## config.mk

```make
export PLATFORM = sky130hd
export DESIGN_NAME = mem_port_arbiter
export DESIGN_NICKNAME = d
export VERILOG_FILES = /design/src/rtl/mem_arb_pkg.sv /design/src/rtl/btn_edge.sv /design/src/rtl/mem_port_arbiter.sv
export SDC_FILE = /design/constraint.sdc
export NUM_CORES = 1
export LEC_CHECK = 0
export ABC_CLOCK_PERIOD_IN_PS = 2100
export CORE_MARGIN = 1
export CORE_UTILIZATION = 40
export CTS_CLUSTER_DIAMETER = 50
export DETAILED_ROUTE_END_ITERATION = 12
export HOLD_SLACK_MARGIN = 0.12
export PLACE_DENSITY = 0.81
export SLEW_MARGIN = 20
export SYNTH_ARGS = -nofsm -noshare
export SYNTH_HDL_FRONTEND = slang
export SYNTH_SLANG_ARGS = --single-unit
```

## constraint.sdc

```tcl
create_clock -name clk_i -period 2.1 [get_ports clk_i]
set_input_delay 0.42 -clock clk_i [delete_from_list [all_inputs] [get_ports clk_i]]
set_output_delay 0.42 -clock clk_i [all_outputs]
set_load 0.02 [all_outputs]
```

## src/rtl/mem_arb_pkg.sv

```systemverilog
// rtl/mem_arb_pkg.sv - shared defaults and state/op types for the memory port arbiter
package mem_arb_pkg;

  localparam int MEM_ADDR_W = 8;
  localparam int MEM_DATA_W = 16;

  typedef enum logic [1:0] {IDLE, CORE, PANEL} arb_state_e;
  typedef enum logic [1:0] {OP_NONE, OP_LOAD, OP_LOOK} panel_op_e;

endpackage

```

## src/rtl/btn_edge.sv

```systemverilog
// rtl/btn_edge.sv - registered rising-edge detector for one front-panel button
module btn_edge (
  input  logic clk_i,
  input  logic rst_ni,
  input  logic btn_i,
  output logic rise_o
);

  logic btn_q;

  always_ff @(posedge clk_i or negedge rst_ni) begin
    if (!rst_ni) btn_q <= 1'b0;
    else         btn_q <= btn_i;
  end

  assign rise_o = btn_i & ~btn_q;

endmodule

```

## src/rtl/mem_port_arbiter.sv

```systemverilog
// rtl/mem_port_arbiter.sv - registered-grant arbiter sharing main memory between core and panel
// Optional build macro PANEL_AUTOINC_EN adds the auto-incrementing panel address and panel_addr_o.
module mem_port_arbiter
  import mem_arb_pkg::*;
#(
  parameter int ADDR_W = MEM_ADDR_W,
  parameter int DATA_W = MEM_DATA_W
) (
`ifdef PANEL_AUTOINC_EN
  output logic [ADDR_W-1:0] panel_addr_o,
`endif
  input  logic              clk_i,
  input  logic              rst_ni,
  input  logic              panel_en_i,
  input  logic              btn_load_i,
  input  logic              btn_look_i,
  input  logic [ADDR_W-1:0] sw_addr_i,
  input  logic [DATA_W-1:0] sw_data_i,
  input  logic              core_val_i,
  input  logic              core_wen_i,
  input  logic [ADDR_W-1:0] core_addr_i,
  input  logic [DATA_W-1:0] core_wdata_i,
  output logic              core_rdy_o,
  output logic [DATA_W-1:0] core_rdata_o,
  output logic              mem_val_o,
  output logic              mem_wen_o,
  output logic [ADDR_W-1:0] mem_addr_o,
  output logic [DATA_W-1:0] mem_wdata_o,
  input  logic              mem_rdy_i,
  input  logic [DATA_W-1:0] mem_rdata_i,
  output logic [DATA_W-1:0] disp_data_o,
  output logic              disp_upd_o,
  output logic              panel_busy_o
);

  arb_state_e        state_q, state_d;
  panel_op_e         op_q;
  logic [ADDR_W-1:0] addr_q;
  logic [DATA_W-1:0] data_q;
  logic [ADDR_W-1:0] cap_addr;
  logic              load_rise, look_rise;
  logic              detect, panel_done;

  btn_edge u_load_edge (.clk_i(clk_i), .rst_ni(rst_ni), .btn_i(btn_load_i), .rise_o(load_rise));
  btn_edge u_look_edge (.clk_i(clk_i), .rst_ni(rst_ni), .btn_i(btn_look_i), .rise_o(look_rise));

  // Edges only register while nothing is pending; op_q stays set until completion.
  assign detect     = (op_q == OP_NONE) && (load_rise || look_rise);
  assign panel_done = (state_q == PANEL) && mem_rdy_i;

`ifdef PANEL_AUTOINC_EN
  logic [ADDR_W-1:0] pa_q, sa_q;

  // A changed switch setting overrides the running address; otherwise keep stepping.
  assign cap_addr     = (sw_addr_i != sa_q) ? sw_addr_i : pa_q;
  assign panel_addr_o = pa_q;

  always_ff @(posedge clk_i or negedge rst_ni) begin
    if (!rst_ni) begin
      pa_q <= '0;
      sa_q <= '0;
    end else begin
      if (detect && (sw_addr_i != sa_q)) sa_q <= sw_addr_i;
      if (panel_done)                    pa_q <= addr_q + ADDR_W'(1);
    end
  end
`else
  assign cap_addr = sw_addr_i;
`endif

  always_ff @(posedge clk_i or negedge rst_ni) begin
    if (!rst_ni) begin
      op_q   <= OP_NONE;
      addr_q <= '0;
      data_q <= '0;
    end else if (detect) begin
      op_q   <= load_rise ? OP_LOAD : OP_LOOK;
      addr_q <= cap_addr;
      data_q <= sw_data_i;
    end else if (panel_done) begin
      op_q <= OP_NONE;
    end
  end

  always_ff @(posedge clk_i or negedge rst_ni) begin
    if (!rst_ni) begin
      disp_data_o <= '0;
      disp_upd_o  <= 1'b0;
    end else begin
      disp_upd_o <= panel_done;
      if (panel_done) disp_data_o <= (op_q == OP_LOOK) ? mem_rdata_i : data_q;
    end
  end

  always_ff @(posedge clk_i or negedge rst_ni) begin
    if (!rst_ni) state_q <= IDLE;
    else         state_q <= state_d;
  end

  always_comb begin
    state_d     = state_q;
    mem_val_o   = 1'b0;
    mem_wen_o   = 1'b0;
    mem_addr_o  = '0;
    mem_wdata_o = '0;
    core_rdy_o  = 1'b0;
    case (state_q)
      IDLE: begin
        if (core_val_i)                          state_d = CORE;
        else if ((op_q != OP_NONE) && panel_en_i) state_d = PANEL;
      end
      CORE: begin
        // Request held high even if the core misbehaves, so the memory handshake stays legal.
        mem_val_o   = 1'b1;
        mem_wen_o   = core_wen_i;
        mem_addr_o  = core_addr_i;
        mem_wdata_o = core_wdata_i;
        core_rdy_o  = mem_rdy_i;
        if (mem_rdy_i) state_d = IDLE;
      end
      PANEL: begin
        mem_val_o   = 1'b1;
        mem_wen_o   = (op_q == OP_LOAD);
        mem_addr_o  = addr_q;
        mem_wdata_o = data_q;
        if (mem_rdy_i) state_d = IDLE;
      end
      default: state_d = IDLE;
    endcase
  end

  assign core_rdata_o = mem_rdata_i;
  assign panel_busy_o = (op_q != OP_NONE);

  core_val_held: assert property (@(posedge clk_i) disable iff (!rst_ni)
    (state_q == CORE) |-> core_val_i);

endmodule

```

Yosys cells after proc, flatten, opt, wreduce, memory -nomap -nowiden

Index checks and enable logic that the tools add are counted.

Bits in latches: 0
Register bits: 47
Output and inout bits: 61
RAM bits: 0
Memories: 0
Bits of input ports: 72
Bits in read-only memories: 0
Word-level logic and storage cells: 41

$mul: 0
Mux-type cells: 13
Bitwise operators: 4
Eq/ne operators: 6
Shift operators: 0
Add/sub/neg operators: 0
Magnitude comparators: 0
Reductions and logical operators: 10
Div/mod/pow operators: 0

Operators by type and width:

| operator                                              | number |
|---|---|
| case mux 16 bit (2 select lines)                      | 1 |
| two-way mux 16 bit                                    | 1 |
| case mux 8 bit (2 select lines)                       | 1 |
| two-way mux 2 bit                                     | 6 |
| equality test 2 x 1 -> 1 bit, second input constant   | 2 |
| equality test 2 bit, second input constant            | 2 |
| zero test 2 bit                                       | 2 |
| case mux 2 bit (2 select lines)                       | 1 |
| nonzero test 2 bit                                    | 2 |
| logical AND 1 bit                                     | 3 |
| inequality test 3 bit, second input constant          | 1 |
| AND 1 bit                                             | 2 |
| two-way mux 1 bit                                     | 2 |
| inequality test 2 x 1 -> 1 bit, second input constant | 1 |
| inverter 1 bit                                        | 2 |
| case mux 1 bit (2 select lines)                       | 1 |
| AND reduction 2 bit                                   | 1 |
| OR reduction 2 bit                                    | 1 |
| logical OR 1 bit                                      | 1 |

Depth between registers and ports, before layout

Gate-level depths: netlist of run 1.

Depth in word-level cells: 5
Mapped depth: 7
Gate-level depth less buffers: 5

Modules after synthesis

From an unflattened synthesis of run 1, not the netlist that was laid out.

Cells, all modules: 228
Area, all modules: 2497.4 um^2

By module, submodules not included:

| module           | times used | sequential area each (um^2) | cells each | area each (um^2) |
|---|---|---|---|---|
| mem_port_arbiter | 1          | 1126.1                      | 224        | 2419.8 |
| btn_edge         | 2          | 25.0                        | 2          | 38.8 |

Worst setup path after synthesis of run 1

OpenSTA, ideal clock, no wires.

Kind: register -> output
Start point: register state_q[0]
End point: output port mem_addr_o[5]
Buffers on the path: 1
Cell stages (with the launch flop): 5
Arrival time: 1.471 ns
Path slack: 0.209 ns
Data required time: 1.680 ns
Cells stage by stage: dfrtp_1 > inv_1 > ha_1 > clkbuf_1 > nor2b_1

Longest elaborated chain between the ends: 2
Elaborated cells on any way between the ends: 3
Those cells by class: 2 x eq/ne; 1 x mux

Ends and longest elaborated chain:

| element                                                                    | line                    | source |
|---|---|---|
| start, declared                                                            | mem_port_arbiter.sv:36  | `arb_state_e state_q, state_d;` |
| start signal, assigned                                                     | mem_port_arbiter.sv:97  | `else state_q <= state_d;` |
| equality test 2 bit / equality test 2 x 1 -> 1 bit (equally long branches) | mem_port_arbiter.sv:107 | `case (state_q)` |
| case mux 8 bit (2 select lines) *                                          | mem_port_arbiter.sv:107 |  |
| end, declared                                                              | mem_port_arbiter.sv:27  | `output logic [ADDR_W-1:0] mem_addr_o,` |

Mark *: on every way between the ends. The rest lies on a longest branch, timed or not.

Worst setup path in the final report of run 1

Start point: register state_q[1]
End point: output port mem_wdata_o[5]

Longest elaborated chain between the ends: 2
Elaborated cells on any way between the ends: 3
Those cells by class: 2 x eq/ne; 1 x mux

Ends and longest elaborated chain:

| element                                                                    | line                    | source |
|---|---|---|
| equality test 2 bit / equality test 2 x 1 -> 1 bit (equally long branches) | mem_port_arbiter.sv:107 |  |
| case mux 16 bit (2 select lines) *                                         | mem_port_arbiter.sv:107 |  |
| end, declared                                                              | mem_port_arbiter.sv:28  | `output logic [DATA_W-1:0] mem_wdata_o,` |

Marks and branches as above.

==> impl_metrics.tcl, run 1 <==
set metrics [dict create \
    ff2ff_path_depth 6 \
    yosys_warnings 0 \
    utilization_pct 66.2 \
    skew_ps 3.91 \
    grt.busiest_layer "met2" \
    power.leakage_nw 1.73 \
    status "finished clean" \
    vdd_drop_max_uv 832 \
    min_path_type "reg2reg" \
    final_net_count 429 \
    clk_latency_ps 290 \
    yosys_most_used_dff "dfrtp_1" \
    finalHoldViolations 0 \
    cp-endpoint "mem_wdata_o[5]" \
    avgViaCountPerCell 4.92 \
    avgRoutedWirePerCell_um 14.9 \
    ys_seq_area_share_pct 46.7 \
    final_area_um2 3960 \
    synth_largest_area_cell "dfrtp_1" \
    reg2reg_from "state_q[0]" \
    syn_avg_cell_area_um2 11.1 \
    rsz0062_at_grt "false" \
    async_flop_share_pct 100 \
    min_period_ps 1990 \
    use_met1_pct 25.2 \
    yosysUniqueCellTypes 29 \
    initial_core_util_pct 42.0 \
    postPlaceCellArea_um2 3890 \
    drc 0 \
    holdWs_ps 487 \
    mappedNetlistNets 302 \
    crit_path_end_kind "output port" \
    power_density_nw_per_um2 1400 \
    worst_slew_pin_slew_ps 511 \
    grt_max_degree 36 \
    finalMaxSlewViolations 0 \
    placementRows 28 \
    drt-total-wl_um 6410 \
    gp_congestion 0.777 \
    vias 2114 \
    start_kind "register" \
    regToRegSetupSlack_ps 570 \
    die_w_um 81.3 \
    grt_pass1_wl_um 10300 \
    relSlewSlack_pct 66.0 \
    required_ps 1680 \
    io_pins 133 \
    drv_cap 0 \
    htree_levels 2 \
    gr-total-overflow 0 \
    coreArea_um2 5990 \
    synth_top_area_share_pct 46.7 \
    ys_ff_latch 47 \
    grt_pass1_vias 2090 \
    area_growth_pct 57.5 \
    layout-drive-gt1-share_pct 21.1 \
    netlist_instances 227 \
    max_freq_mhz 503 \
    final_cell_count_no_fill 430 \
    finalCritPeriodShare_pct 94.6 \
    synth_edf_count 0 \
    grt_use_total_pct 20.6 \
    placedCellCount 419 \
    clock-root-buffer "clkbuf_8" \
    r2r_end "op_q[0]" \
    cts_inserted_buffers 5 \
    cp_max_fo 8 \
    die_area_um2 6610 \
    antenna_found_initial 0 \
    die_h_um 81.3 \
    antenna_cells 0 \
    crit_start "state_q[1]" \
    drt_iter0_markers 52 \
    cts_buffer_depth 2 \
    clkSlewWorstSetupHoldPaths_ps 80 \
    pre_cts_slack_ps -200 \
    hpwl_um 5030 \
    finalWorstSetupSlack_ps 113 \
    worstSetupPathType "reg2out" \
    grtUsageMet3_pct 3.71 \
    fill_cells 473 \
    first_pass_iters 4 \
    syn-cell-area_um2 2520 \
    clkSinkCount 47 \
    synth_area_leaders "dfrtp_1, a22oi_1, nor2b_1" \
    ant_nets 0 \
    cts_tree "built" \
    gr-usage-met2_pct 37.7 \
    setup_viol 0 \
    io_buffers 132 \
    crit_arrival_ps 1570 \
]
[how the worst min path moves through the flow]
| stage | start | to | cells after the start |
|---|---|---|---|
| global route | disp_data_o[9] | disp_data_o[9] | 2 |
| detailed placement | rst_ni | disp_data_o[1] | 1 |
| floorplan | rst_ni | addr_q[0] | 0 |
| finish | disp_data_o[8] | disp_data_o[8] | 2 |
| CTS | disp_data_o[7] | disp_data_o[7] | 2 |
| global placement | rst_ni | disp_data_o[1] | 1 |
[repair_timing]
item                                   in CTS  in global routing
setup buffers                               2                  0
hold buffers                                1                  0
endpoints found under the hold margin      20                  0
cloned                                      0                  0
setup endpoints to repair                  27                 17
gates resized for setup                    90                 18
[per-layer routing]
metal  vias to the layer above  routed length (µm)
li1                       1036                   -
met1                      1010                2640
met2                        66                3410
met3                         2                 351
met4                         0                  15
met5                         -                   0
[sequential cells by signal, indices dropped and copies added, names as in the netlist]
signal / flops
disp_data_o: 16
u_look_edge.btn_q: 1
u_load_edge.btn_q: 1
addr_q: 8
op_q: 2
disp_upd_o: 1
state_q: 2
data_q: 16
[cell usage in the layout (no fill, tap or decap), drive strengths merged, types with 3 or more instances in the layout]
| cell type | count |
|---|---|
| nor2b | 27 |
| a22oi | 24 |
| nand2 | 19 |
| ha | 3 |
| mux2 | 24 |
| inv | 4 |
| mux2i | 16 |
| dfrtp | 47 |
| buf | 40 |
| clkdlybuf4s50 | 104 |
| clkbuf | 10 |
| o21ai | 19 |
[logic make-up after synthesis]
group / synth area share, %
fa+ha+maj: 1.49
flops: 46.7
compound gates: 12.8
simple gates: 11.4
mux: 18.6
buf+inv: 8.95
[critical path: stages (launching register included)]
cell	delay (ps)
dfrtp_1	400
buf_4	150
ha_4	180
buf_4	170
a22oi_1	160
nor2b_1	70
buf_2	160
[synthesized netlist by cell type, types with 2 or more instances]
library cell / count
buf_4: 17
clkbuf_1: 7
dfrtp_1: 47
nor2b_1: 26
nand2_1: 19
inv_1: 4
buf_6: 2
o21ai_1: 10
and2_1: 2
mux2_4: 10
mux2_2: 4
buf_2: 3
a22oi_1: 24
nand3_1: 2
mux2i_1: 16
mux2_1: 10
ha_1: 3
a22o_1: 2
nand2b_1: 2
o21ai_0: 8
[final cells by class]
class | count | area, µm² | share of cell area [%]
multi-input cells | 145 | 1160 | 29.2
clock inverters | 2 | 60.1 | 1.52
flip-flops and latches | 47 | 1180 | 29.7
clock buffers | 6 | 72.6 | 1.83
well taps | 75 | 93.8 | 2.37
inverters | 4 | 15.0 | 0.379
repair buffers | 151 | 1390 | 35.1
[per-stage QoR]
stage          setup TNS, ps  power (mW)
5_1_grt                    0        5.93
6_report                   0        5.54
3_3_place_gp           -2560        4.82
4_1_cts                    0        5.66
3_5_place_dp           -3900        4.90
2_1_floorplan              0        3.50
[report_power, final]
part	internal [mW]	total, mW	switching [mW]
clock	0.476	0.765	0.290
sequential	1.32	1.63	0.304
combinational	1.63	3.15	1.52
(Power assumes the default switching activity.)
==> run 2, diff against run 1 <==
- CORE_ASPECT_RATIO: unset -> 1.4
- CORE_MARGIN: 1 -> unset
==> impl_metrics.tcl, run 2 (same netlist as run 1, synthesis figures left out) <==
set metrics [dict create \
    status "finished clean" \
    finalWorstSetupSlack_ps 82.0 \
    slowest_stage "dfrtp_1" \
    antenna_cells 0 \
    die_w_um 69.0 \
    finalMaxSlewViolations 0 \
    crit_arrival_ps 1600 \
    hpwl_um 5070 \
    relSlewSlack_pct 65.5 \
    holdWs_ps 487 \
    drt-total-wl_um 6690 \
    grt_max_degree 36 \
    antenna_found_initial 0 \
    die_h_um 95.9 \
    placementRows 33 \
    final_net_count 425 \
    finalHoldViolations 0 \
    cp_max_fo 17 \
    finalCritPeriodShare_pct 96.1 \
    pre_cts_slack_ps -122 \
    final_cell_mix "clkdlybuf4s50_1, dfrtp_1, buf_2, nor2b_1, a22oi_1" \
    vias 2139 \
    skew_ps 8.83 \
    required_ps 1680 \
    cts_buffer_depth 2 \
    clk_latency_ps 300 \
    layout-drive-gt1-share_pct 21.1 \
    clkSlewWorstSetupHoldPaths_ps 90 \
    drv_cap 0 \
    crit_path_end_kind "output port" \
    multi_input_area_um2 1170 \
    fin_total_pwr_mw 5.62 \
    largest_registers "data_q x16, disp_data_o x16, addr_q x8" \
    register_area_um2 1180 \
    area_growth_pct 58.1 \
    max_freq_mhz 496 \
    power.leakage_nw 1.73 \
    drt_iter0_markers 74 \
    io_pins 133 \
    gr-total-overflow 0 \
    vdd_drop_max_uv 828 \
    slowest_delay_ps 430 \
    grt_pass1_wl_um 10700 \
    fill_cells 497 \
    placedCellCount 411 \
    setup_viol 0 \
    avgRoutedWirePerCell_um 15.9 \
    power_density_nw_per_um2 1410 \
    min_period_ps 2020 \
    gp_congestion 0.782 \
    htree_levels 2 \
    utilization_pct 66.9 \
    avgViaCountPerCell 5.08 \
    die_area_um2 6620 \
    final_cell_count_no_fill 421 \
    cts_tree "built" \
    ant_nets 0 \
    first_pass_iters 4 \
    cts_inserted_buffers 5 \
    min_path_type "reg2reg" \
    rsz0062_at_grt "false" \
    clkSinkCount 47 \
    final_common_cell "clkdlybuf4s50_1" \
    worst_slew_pin_slew_ps 518 \
    initial_core_util_pct 42.3 \
    coreArea_um2 5950 \
    grt_pass1_vias 2179 \
    worstPathCellList "inv_2 > ha_4 > buf_12 > dlygate4sd2_1" \
    start_kind "register" \
    grt_use_total_pct 20.7 \
    worstSetupPathType "reg2out" \
    io_buffers 132 \
    clock-root-buffer "clkbuf_8" \
    drc 0 \
]
[run 2: cell count changes in the layout (fill, tap and decap cells not counted), moves of 3 or more]
cell	previous run	this run
buf_4	14	7
buf_2	21	26
buf_12	4	7
clkbuf_2	4	0
[run 2: power breakdown]
group	leakage, nW	internal, mW	switching (mW)
clock	0.0644	0.475	0.316
sequential	0.571	1.33	0.324
combinational	1.09	1.65	1.53
[run 2: cell type report]
class	count	area share, %
Tap cell	70	2.20
Timing Repair Buffer	147	35.1
Sequential cell	47	29.6
Multi-Input combinational cell	145	29.3
Clock buffer	5	1.73
Inverter	4	0.440
Clock inverter	3	1.70
[run 2: stage by stage]
| step | area (µm²) | setup TNS, ps |
|---|---|---|
| 2_1_floorplan | 2520 | 0 |
| 3_3_place_gp | 3900 | -921 |
| 3_5_place_dp | 3900 | -2400 |
| 4_1_cts | 3990 | 0 |
| 5_1_grt | 3980 | 0 |
| 6_report | 3980 | 0 |
[run 2: final timing paths]
kind | startpoint | to | slack, ps | cells after the start
worst max-delay path | state_q[1] | mem_val_o | 80 | 4
worst min-delay path | disp_data_o[5] | disp_data_o[5] | 490 | 2
worst max register to register | state_q[0] | op_q[1] | 590 | 6
worst min register to register | disp_data_o[5] | disp_data_o[5] | 490 | 2
max in group asynchronous | rst_ni | data_q[9] | 970 | 3
min in group asynchronous | rst_ni | data_q[4] | 620 | 2
[run 2: layer usage]
metal	share of wire, %	GRT usage [%]
met4	1.7	6.29
met1	40	25.4
met2	53	36.9
met3	5.7	3.87
met5	0	0
[run 2: critical path: cells and delay by family (launching register included)]
kind                     cells  cell delay (ps)
adder cells (fa/ha/maj)      1              300
buffers and inverters        3              560
flip-flops                   1              430
[run 2: repair_timing]
item                                    in CTS  in global routing
gates resized for setup                    105                 10
setup buffers                                1                  0
endpoints found under the setup margin      27                 19
hold endpoints to repair                    21                  0
cloned                                       0                  0
hold buffers                                 1                  0
